<file path="src/rtl/quantum_rng_lfsr.sv">
// Random word generator: a binary counter or Galois LFSR produces one bit per enabled step.
// The bits are packed LSB-first into OUT_W-bit words and handed off through a valid/ready port.
module quantum_rng_lfsr #(
    parameter int unsigned      WIDTH = 16,
    parameter int unsigned      OUT_W = 8,
    parameter logic [WIDTH-1:0] TAPS  = 16'hB400
) (
    input  logic             clk,
    input  logic             rst_n,
    input  logic             enable,
    input  logic             mode,
    input  logic             seed_load,
    input  logic [WIDTH-1:0] seed,
    input  logic             rd_ready,
    input  logic             clear_ovf,
    output logic [OUT_W-1:0] rnd_data,
    output logic             rnd_valid,
    output logic             overrun,
    output logic             gen_bit,
    output logic [WIDTH-1:0] state_out
);

    localparam int unsigned     CntW    = (OUT_W > 1) ? $clog2(OUT_W) : 1;
    localparam logic [CntW-1:0] LastBit = CntW'(OUT_W - 1);

    logic [WIDTH-1:0] state_q, state_d;
    logic [CntW-1:0]  bitcnt_q, bitcnt_d;
    logic [OUT_W-1:0] acc_q, acc_d;
    logic [OUT_W-1:0] rnd_data_q, rnd_data_d;
    logic             rnd_valid_q, rnd_valid_d;
    logic             overrun_q, overrun_d;

    logic [OUT_W-1:0] word;
    logic             word_done;

    // Generator state, bit counter and accumulator
    always_comb begin
        state_d   = state_q;
        bitcnt_d  = bitcnt_q;
        acc_d     = acc_q;
        word      = acc_q;
        word_done = 1'b0;

        if (seed_load) begin
            // A zero seed would lock the LFSR, so it is replaced by 1 in LFSR mode
            if (mode && (seed == '0)) begin
                state_d = WIDTH'(1);
            end else begin
                state_d = seed;
            end
            bitcnt_d = '0;
            acc_d    = '0;
        end else if (enable) begin
            if (!mode) begin
                state_d = state_q + WIDTH'(1);
            end else if (state_q == '0) begin
                state_d = WIDTH'(1);
            end else begin
                state_d = (state_q >> 1) ^ (state_q[0] ? TAPS : '0);
            end

            word           = acc_q;
            word[bitcnt_q] = state_q[0];

            if (bitcnt_q == LastBit) begin
                word_done = 1'b1;
                bitcnt_d  = '0;
                acc_d     = '0;
            end else begin
                bitcnt_d = bitcnt_q + CntW'(1);
                acc_d    = word;
            end
        end
    end

    // Output handshake and overrun tracking
    always_comb begin
        rnd_data_d  = rnd_data_q;
        rnd_valid_d = rnd_valid_q;
        overrun_d   = overrun_q;

        if (clear_ovf) begin
            overrun_d = 1'b0;
        end

        if (rnd_valid_q && rd_ready) begin
            rnd_valid_d = 1'b0;
        end

        // A completion is accepted when the slot is empty or drained on this same edge
        if (word_done) begin
            if (!rnd_valid_q || rd_ready) begin
                rnd_data_d  = word;
                rnd_valid_d = 1'b1;
            end else begin
                overrun_d = 1'b1;
            end
        end
    end

    always_ff @(posedge clk or negedge rst_n) begin
        if (!rst_n) begin
            state_q     <= '0;
            bitcnt_q    <= '0;
            acc_q       <= '0;
            rnd_data_q  <= '0;
            rnd_valid_q <= 1'b0;
            overrun_q   <= 1'b0;
        end else begin
            state_q     <= state_d;
            bitcnt_q    <= bitcnt_d;
            acc_q       <= acc_d;
            rnd_data_q  <= rnd_data_d;
            rnd_valid_q <= rnd_valid_d;
            overrun_q   <= overrun_d;
        end
    end

    assign rnd_data  = rnd_data_q;
    assign rnd_valid = rnd_valid_q;
    assign overrun   = overrun_q;
    assign gen_bit   = state_q[0];
    assign state_out = state_q;

endmodule

</file>
<file path="config.mk">
export PLATFORM = sky130hd
export DESIGN_NAME = quantum_rng_lfsr
export DESIGN_NICKNAME = d
export VERILOG_FILES = /design/src/rtl/quantum_rng_lfsr.sv
export SDC_FILE = /design/constraint.sdc
export NUM_CORES = 1
export LEC_CHECK = 0
export ABC_AREA = 0
export BUFFER_PORTS_ARGS = -buffer_cell sky130_fd_sc_hd__buf_2
export CAP_MARGIN = 20
export CORE_MARGIN = 2
export CORE_UTILIZATION = 30
export CTS_CLUSTER_SIZE = 20
export DETAILED_ROUTE_END_ITERATION = 8
export PLACE_DENSITY = 0.61
export SKIP_LAST_GASP = 1
export SLEW_MARGIN = 20
export SYNTH_ARGS = -nofsm -noshare
export SYNTH_HDL_FRONTEND = slang
export SYNTH_SLANG_ARGS = --single-unit
export TNS_END_PERCENT = 10
</file>
<file path="constraint.sdc">
create_clock -name clk -period 1.8 [get_ports clk]
set_input_delay 0.36 -clock clk [delete_from_list [all_inputs] [get_ports clk]]
set_output_delay 0.36 -clock clk [all_outputs]
set_load 0.05 [all_outputs]
</file>
== After elaboration in Yosys (flattened, before gate mapping) ==
Index checks and enable logic that the tools add are counted.
Word-level totals
  flip-flop bits (word level): 37
  latch bits: 0
  RAM bits: 0
  ROM bits: 0
  input port bits: 23
  memories kept: 0
Cells by class
  add/sub/neg operators: 2
  $mul: 0
  div/mod/pow operators: 0
  magnitude comparators: 2
  equality and inequality tests: 1
  shift-type cells: 0
  multiplexer cells: 26
  bitwise operators: 1
  reductions and logical operators: 9
Operators by type and width (number)
  $mux W16: 6
  $mux W8: 5
  $logic_not A16 Y1: 2
  $add A16 B1 Y16 const B: 1
  $xor A15 B16 Y16: 1
  $mux W1: 10
  $mux W3: 3
  $bwmux W8: 1
  $lt A3 B4 Y1 const B: 1
  $add A3 B1 Y3 const B: 1
  $demux W1 S3: 1
  $eq A3 B3 Y1 const B: 1
  $ge A3 B1 Y1 const B: 1
  $logic_and A1 B1 Y1: 3
  $reduce_and A2 Y1: 1
  $reduce_bool A2 Y1: 1
  $logic_not A1 Y1: 1
  $logic_or A1 B1 Y1: 1

== Logic depth before layout (Yosys ltp) ==
Gate-level depths: netlist of run 1.
  depth after elaboration: 8
  mapped depth: 6

== Least setup slack after synthesis of run 1 ==
OpenSTA, ideal clock, no wires.
  kind: register to register
  start point: register state_q[0] (netlist: state_out[0])
  end point: register state_q[14] (netlist: state_out[14])
  arrival: 1.934 ns
  slack: -0.265 ns
  cell stages (with the launch flop): 6
  path buffers: 0
  clock period less this slack: 2.065 ns
  path through: dfrtp_1 ha_1 nand3_1 nor4_2 a41oi_1 or3_1
On the way
  word-level cells in the longest chain between the ends: 5
  elaborated cells on any way between the ends: 6
  classes of those cells: 1 x add/sub; 4 x mux; 1 x reduce/logical
Ends and longest elaborated chain
  start, declared: RTL line 26  | logic [WIDTH-1:0] state_q, state_d;
  start signal, assigned: RTL line 110  | state_q <= state_d;
  branches (longest 2 deep; another with $add A16 B1 Y16)
  $mux W16 *: RTL line 54  | if (!mode) begin
  $mux W16 *: RTL line 53  | end else if (enable) begin
  $mux W16 *: RTL line 44  | if (seed_load) begin
Mark *: on every way between the ends. The select of a mux whose other input is x is not followed.
A chain may end at the register's enable or synchronous reset.

== Worst setup path after layout of run 1 ==
Same ends and word-level chain as after synthesis.

==> flow_summary.ini, run 1 <==
[routing]
first_pass_iters = 4
wl_per_cell_um = 15.84
route.antenna.remaining_nets = 0
drc = 0
wl_mm = 6.683
drt_iter0_markers = 144
viasPerCell = 5.275
vias = 2226

[power_and_ir_drop]
total_power_w = 0.002338
power.density_cell_area_nw_per_um2 = 775.8
cellLeakagePower_nw = 1.372
ir_worst_vdd_v = 0.0003042

[global_routing]
grt_pass1_wl_mm = 10.95
grt-ovfl-total = 0
antenna_found_initial = 0
track_usage = 0.1608
grt_max_degree = 40
grt_pass1_vias = 2154

[synth]
yosysWarnings = 0
postSynth.asyncResetShare = 1.000
synth_edf_count = 0
synthFlopType = dfrtp_1
synth_top_area_cell = dfrtp_1
ys_seq_area_frac = 0.3945
yosysTopAreaCellShare = 0.3945
ys_seq_elements = 37
syn_area_per_cell_um2 = 9.063
synth_area_leaders = dfrtp_1, mux2_2, mux2i_1
synth_nets = 286
synthCells = 259
ys_types = 49
synthesis.area_um2 = 2347

[floorplanning]
io_pins = 50
die_area_um2 = 8548
start_util = 0.3069
coreArea_um2 = 7647
die_w_um = 92.46
core.rowCount = 32
chipHeight_um = 92.46

[timing]
relSlewSlack = 0.6294
fin_crit_sh = 0.9476
setup_viol = 0
clock.fmax_mhz = 586.3
tns_ns = 0
rsz0062_at_grt = no
final_hold_viol_count = 0
period_minus_slack_ns = 1.706
tightest_slew_ns = 0.5559
slew_violations = 0
skew_ns = 0.006548

[outcome]
outcome = completed

[worst_setup_path]
r2r-start = state_out[0]
path_cells = ha_4 -> nand3_4 -> nor4_4 -> a41oi_1 -> or3_1
end_kind = flop
slowest_stage = dfrtp_4
r2r_cells = 5
worstReg2RegEnd = state_out[14]
crit_path_max_fanout = 8
worstPathRequired_ns = 1.97
crit_arrival_ns = 1.88
worst_path_largest_cell_delay_ns = 0.49
rrSetupSlack_ns = 0.09
critical_path_class = flop to flop
critPathLaunchType = flop

[clock_tree]
cts_resized = 0
clk_latency_ns = 0.29
path_clk_slew_ns = 0.09
cts_tree = yes
cts_buffers = 5
htreeDepth = 2
cts.sinks = 37
cts_setup_buffers = 0
ctsHoldBuffers = 0
ctsRootBufferMaster = clkbuf_8
cts_buffer_depth = 2

[placed_design]
dp_cells = 414
gp_congestion = 0.8007
dp_hpwl_mm = 4.858
post_dp_cell_area_um2 = 2894
port_buffers = 49

[layout]
fin_area_um2 = 3014
area_delta_synth_final_pct = 28.41
fin_nets = 346
final_cells = 422
fillCellCount = 778
seqCellArea_um2 = 945.9
drive_gt1_frac = 0.3563
multi_input_area_um2 = 1345
antenna-diode-count = 0
fin_util = 0.3941

[min_path]
hold_class = input port to async pin

[flow_run]
cap_violations = 0
==> worst max path at each step <==
stage / start / to / slack [ns]
global placement: state_out[10] / state_out[15] / 0.08
floorplan: state_out[13] / state_out[10] / -0.002
CTS: state_out[0] / state_out[14] / 0.09
detailed placement: state_out[10] / state_out[3] / 0.10
global route: state_out[0] / state_out[10] / 0.02
finish: state_out[0] / state_out[14] / 0.09
==> report_power, final <==
part,internal (W),switching (W),total (W)
logic,0.000204,0.000385,0.000590
clock network,0.000451,0.000333,0.000785
registers,0.000885,0.0000786,0.000964
==> per-stage QoR <==
step | hold slack, ns | setup WS (ns)
2_1_floorplan | 0.06441 | -0.001895
3_3_place_gp | 0.3758 | 0.08342
3_5_place_dp | 0.3844 | 0.1020
4_1_cts | 0.06599 | 0.08537
5_1_grt | 0.07676 | 0.01848
6_report | 0.04618 | 0.09427
==> registers in the layout (all words and copies together), names as in the netlist <==
register   flops
rnd_data       8
state_out     16
bitcnt_q       3
overrun        1
rnd_valid      1
acc_q          8
==> layer usage <==
metal	wire [µm]	GRT usage	vias to the layer above	share of wire
met3	407	0.02929	4	0.061
met4	66	0.04975	0	0.0099
li1	-	-	1075	-
met1	2977	0.2182	1080	0.45
met5	0	0	-	0
met2	3231	0.2603	67	0.48
==> placed cells by master, fill, tap and decap left out, types with 5 or more instances in the layout <==
cell and count:
mux2_2 10, nand3_1 13, o21ai_0 17, buf_4 25, a22o_1 6, a31oi_1 6, buf_2 49, nand2b_1 8
xor2_1 5, nor2_1 17, clkbuf_8 6, nand2_1 21, dfrtp_1 23, inv_1 6, and3_1 7, dfrtp_2 13
a21oi_1 5, mux2i_1 10, nor4_1 5, nor3b_1 7
==> Yosys cell counts (6+ instances only) <==
library cell  instances
o21ai_0              17
mux2_2               10
nor2_1               17
nand3_1              14
mux2i_1              10
clkbuf_1             16
inv_1                 6
a22o_1                6
nor3b_1               8
nand2b_1              8
nand2_1              21
dfrtp_1              37
a31oi_1               6
and3_1                7
==> cell type report <==
type	instances	share of cell area
multi-input combinational	194	0.4462
sequential	37	0.3138
timing repair buffer	75	0.1503
tap	102	0.04234
clock buffer	6	0.02740
clock inverter	2	0.01245
inverter	6	0.007472
==> worst max-delay path, delay by kind of cell, from the launching register on <==
kind | cells | cell delay (ns)
AOI/OAI and AO/OA | 1 | 0.14
adders and majority gates | 1 | 0.18
DFF | 1 | 0.49
and+or+nand+nor | 3 | 0.78
==> cell families (layout without fill, tap and decap cells) <==
logic type                 Yosys count  in the layout  share of synthesized area
and+or+nand+nor                    107            107                     0.2569
AOI/OAI and AO/OA                   57             57                     0.1653
DFF                                 37             37                     0.3945
buffers and inverters               28             89                    0.04904
muxes                               20             20                    0.09062
xor gates and xnor gates             6              6                    0.02239
adders and majority gates            4              4                    0.02132
Power figures use the tool's default switching activity.
==> run 2: changes to the inputs <==
--- a/config.mk
+++ b/config.mk
@@ -9,10 +9,10 @@
 export BUFFER_PORTS_ARGS = -buffer_cell sky130_fd_sc_hd__buf_2
 export CAP_MARGIN = 20
 export CORE_MARGIN = 2
-export CORE_UTILIZATION = 30
+export CORE_UTILIZATION = 45
 export CTS_CLUSTER_SIZE = 20
 export DETAILED_ROUTE_END_ITERATION = 8
-export PLACE_DENSITY = 0.61
+export PLACE_DENSITY = 0.8
 export SKIP_LAST_GASP = 1
 export SLEW_MARGIN = 20
 export SYNTH_ARGS = -nofsm -noshare
==> flow_summary.ini, run 2 (synthesis gave the netlist of run 1 again) <==
[worst_setup_path]
crit_path_max_fanout = 8
worst_path_largest_cell_delay_ns = 0.52
worstPathRequired_ns = 1.98
path_delay_family = flip-flops
end_kind = flop
crit_arrival_ns = 1.89
critical_path_class = flop to flop
critPathLaunchType = flop
critPathBufInv = 2
slowest_stage = dfrtp_4
r2r-start = state_out[0]
path_cells = inv_1 -> ha_1 -> nor3b_2 -> nand4_2 -> buf_4 -> a41oi_1 -> nand3_1
setup.worst_path.start = state_out[0]

[power_and_ir_drop]
ir_worst_vdd_v = 0.0004115
cellLeakagePower_nw = 1.345
power.density_cell_area_nw_per_um2 = 740.2

[floorplanning]
die_w_um = 76.22
core.rowCount = 26
coreArea_um2 = 5075
chipHeight_um = 76.22
start_util = 0.4625
die_area_um2 = 5809
io_pins = 50

[layout]
final_cells = 387
largest_reg_flops = 16
area_delta_synth_final_pct = 24.63
final_common_cell = buf_2
fin_nets = 343
antenna-diode-count = 0
drive_gt1_frac = 0.3470
fin_area_um2 = 2925
final_cell_mix = buf_2, dfrtp_1, buf_4
fin_util = 0.5764

[routing]
drt_iter0_markers = 177
wl_per_cell_um = 15.88
first_pass_iters = 4
wl_mm = 6.145
drc = 0
vias = 2248
viasPerCell = 5.809
route.antenna.remaining_nets = 0

[timing]
relSlewSlack = 0.5843
slew_violations = 0
tightest_slew_ns = 0.6236
tns_ns = 0
setup_viol = 0
period_minus_slack_ns = 1.710
rsz0062_at_grt = no
clock.fmax_mhz = 584.8
fin_crit_sh = 0.9499
skew_ns = 0.005769
setup_ws_ns = 0.09014
final_hold_viol_count = 0

[placed_design]
port_buffers = 49
dp_hpwl_mm = 4.513
gp_congestion = 0.8957
place_ws_ns = 0.07805
post_dp_cell_area_um2 = 2816
dp_cells = 377

[min_path]
hold_class = input port to async pin

[flow_run]
cap_violations = 0

[global_routing]
grt-ovfl-total = 0
track_usage = 0.2171
antenna_found_initial = 0
grt_max_degree = 30
grt_pass1_vias = 2102
grt_pass1_wl_mm = 10.14

[clock_tree]
cts_buffer_depth = 2
ctsRootBufferMaster = clkbuf_8
cts_resized = 0
htreeDepth = 2
cts.sinks = 37
cts_setup_buffers = 0
cts_tree = yes
path_clk_slew_ns = 0.08
ctsHoldBuffers = 0
clk_latency_ns = 0.29
cts_buffers = 5

[outcome]
outcome = completed
-- run 2: per-layer routing --
| layer | track usage | part of all wire |
|---|---|---|
| met1 | 0.2979 | 0.45 |
| met2 | 0.3478 | 0.48 |
| met3 | 0.03673 | 0.054 |
| met4 | 0.07636 | 0.014 |
| met5 | 0 | 0 |
-- run 2: layout make-up --
cell class                 instances  area [µm²]
timing repair buffer              72       430.4
sequential                        37       945.9
multi-input combinational        194        1345
tap                               70       87.58
clock buffer                       7       86.33
clock inverter                     1       7.507
fill                             463        2150
inverter                           6       22.52
-- run 2: stage by stage --
stage                     power, W  hold WS, ns
after detailed placement  0.001554       0.3993
after floorplan           0.001370      0.06441
after global placement    0.001543       0.3989
after CTS                 0.002172      0.07965
after global routing      0.002267       0.1039
final                     0.002165      0.07716
-- run 2: final timing paths --
path                                  to  slack [ns]  depth (start not counted)
min reg2reg                     acc_q[4]        0.50                          1
min                        state_out[15]        0.08                          1
max                        state_out[15]        0.09                          7
max reg2reg                state_out[15]        0.09                          7
max in group asynchronous    rnd_data[1]        1.17                          2
min in group clk                 overrun        0.24                          2
-- run 2: report_power, final --
group	leakage, nW	internal (W)	switching, W
logic	0.830	0.000201	0.000377
registers	0.470	0.000886	0.0000858
clock network	0.0445	0.000311	0.000305
total	1.35	0.00140	0.000767
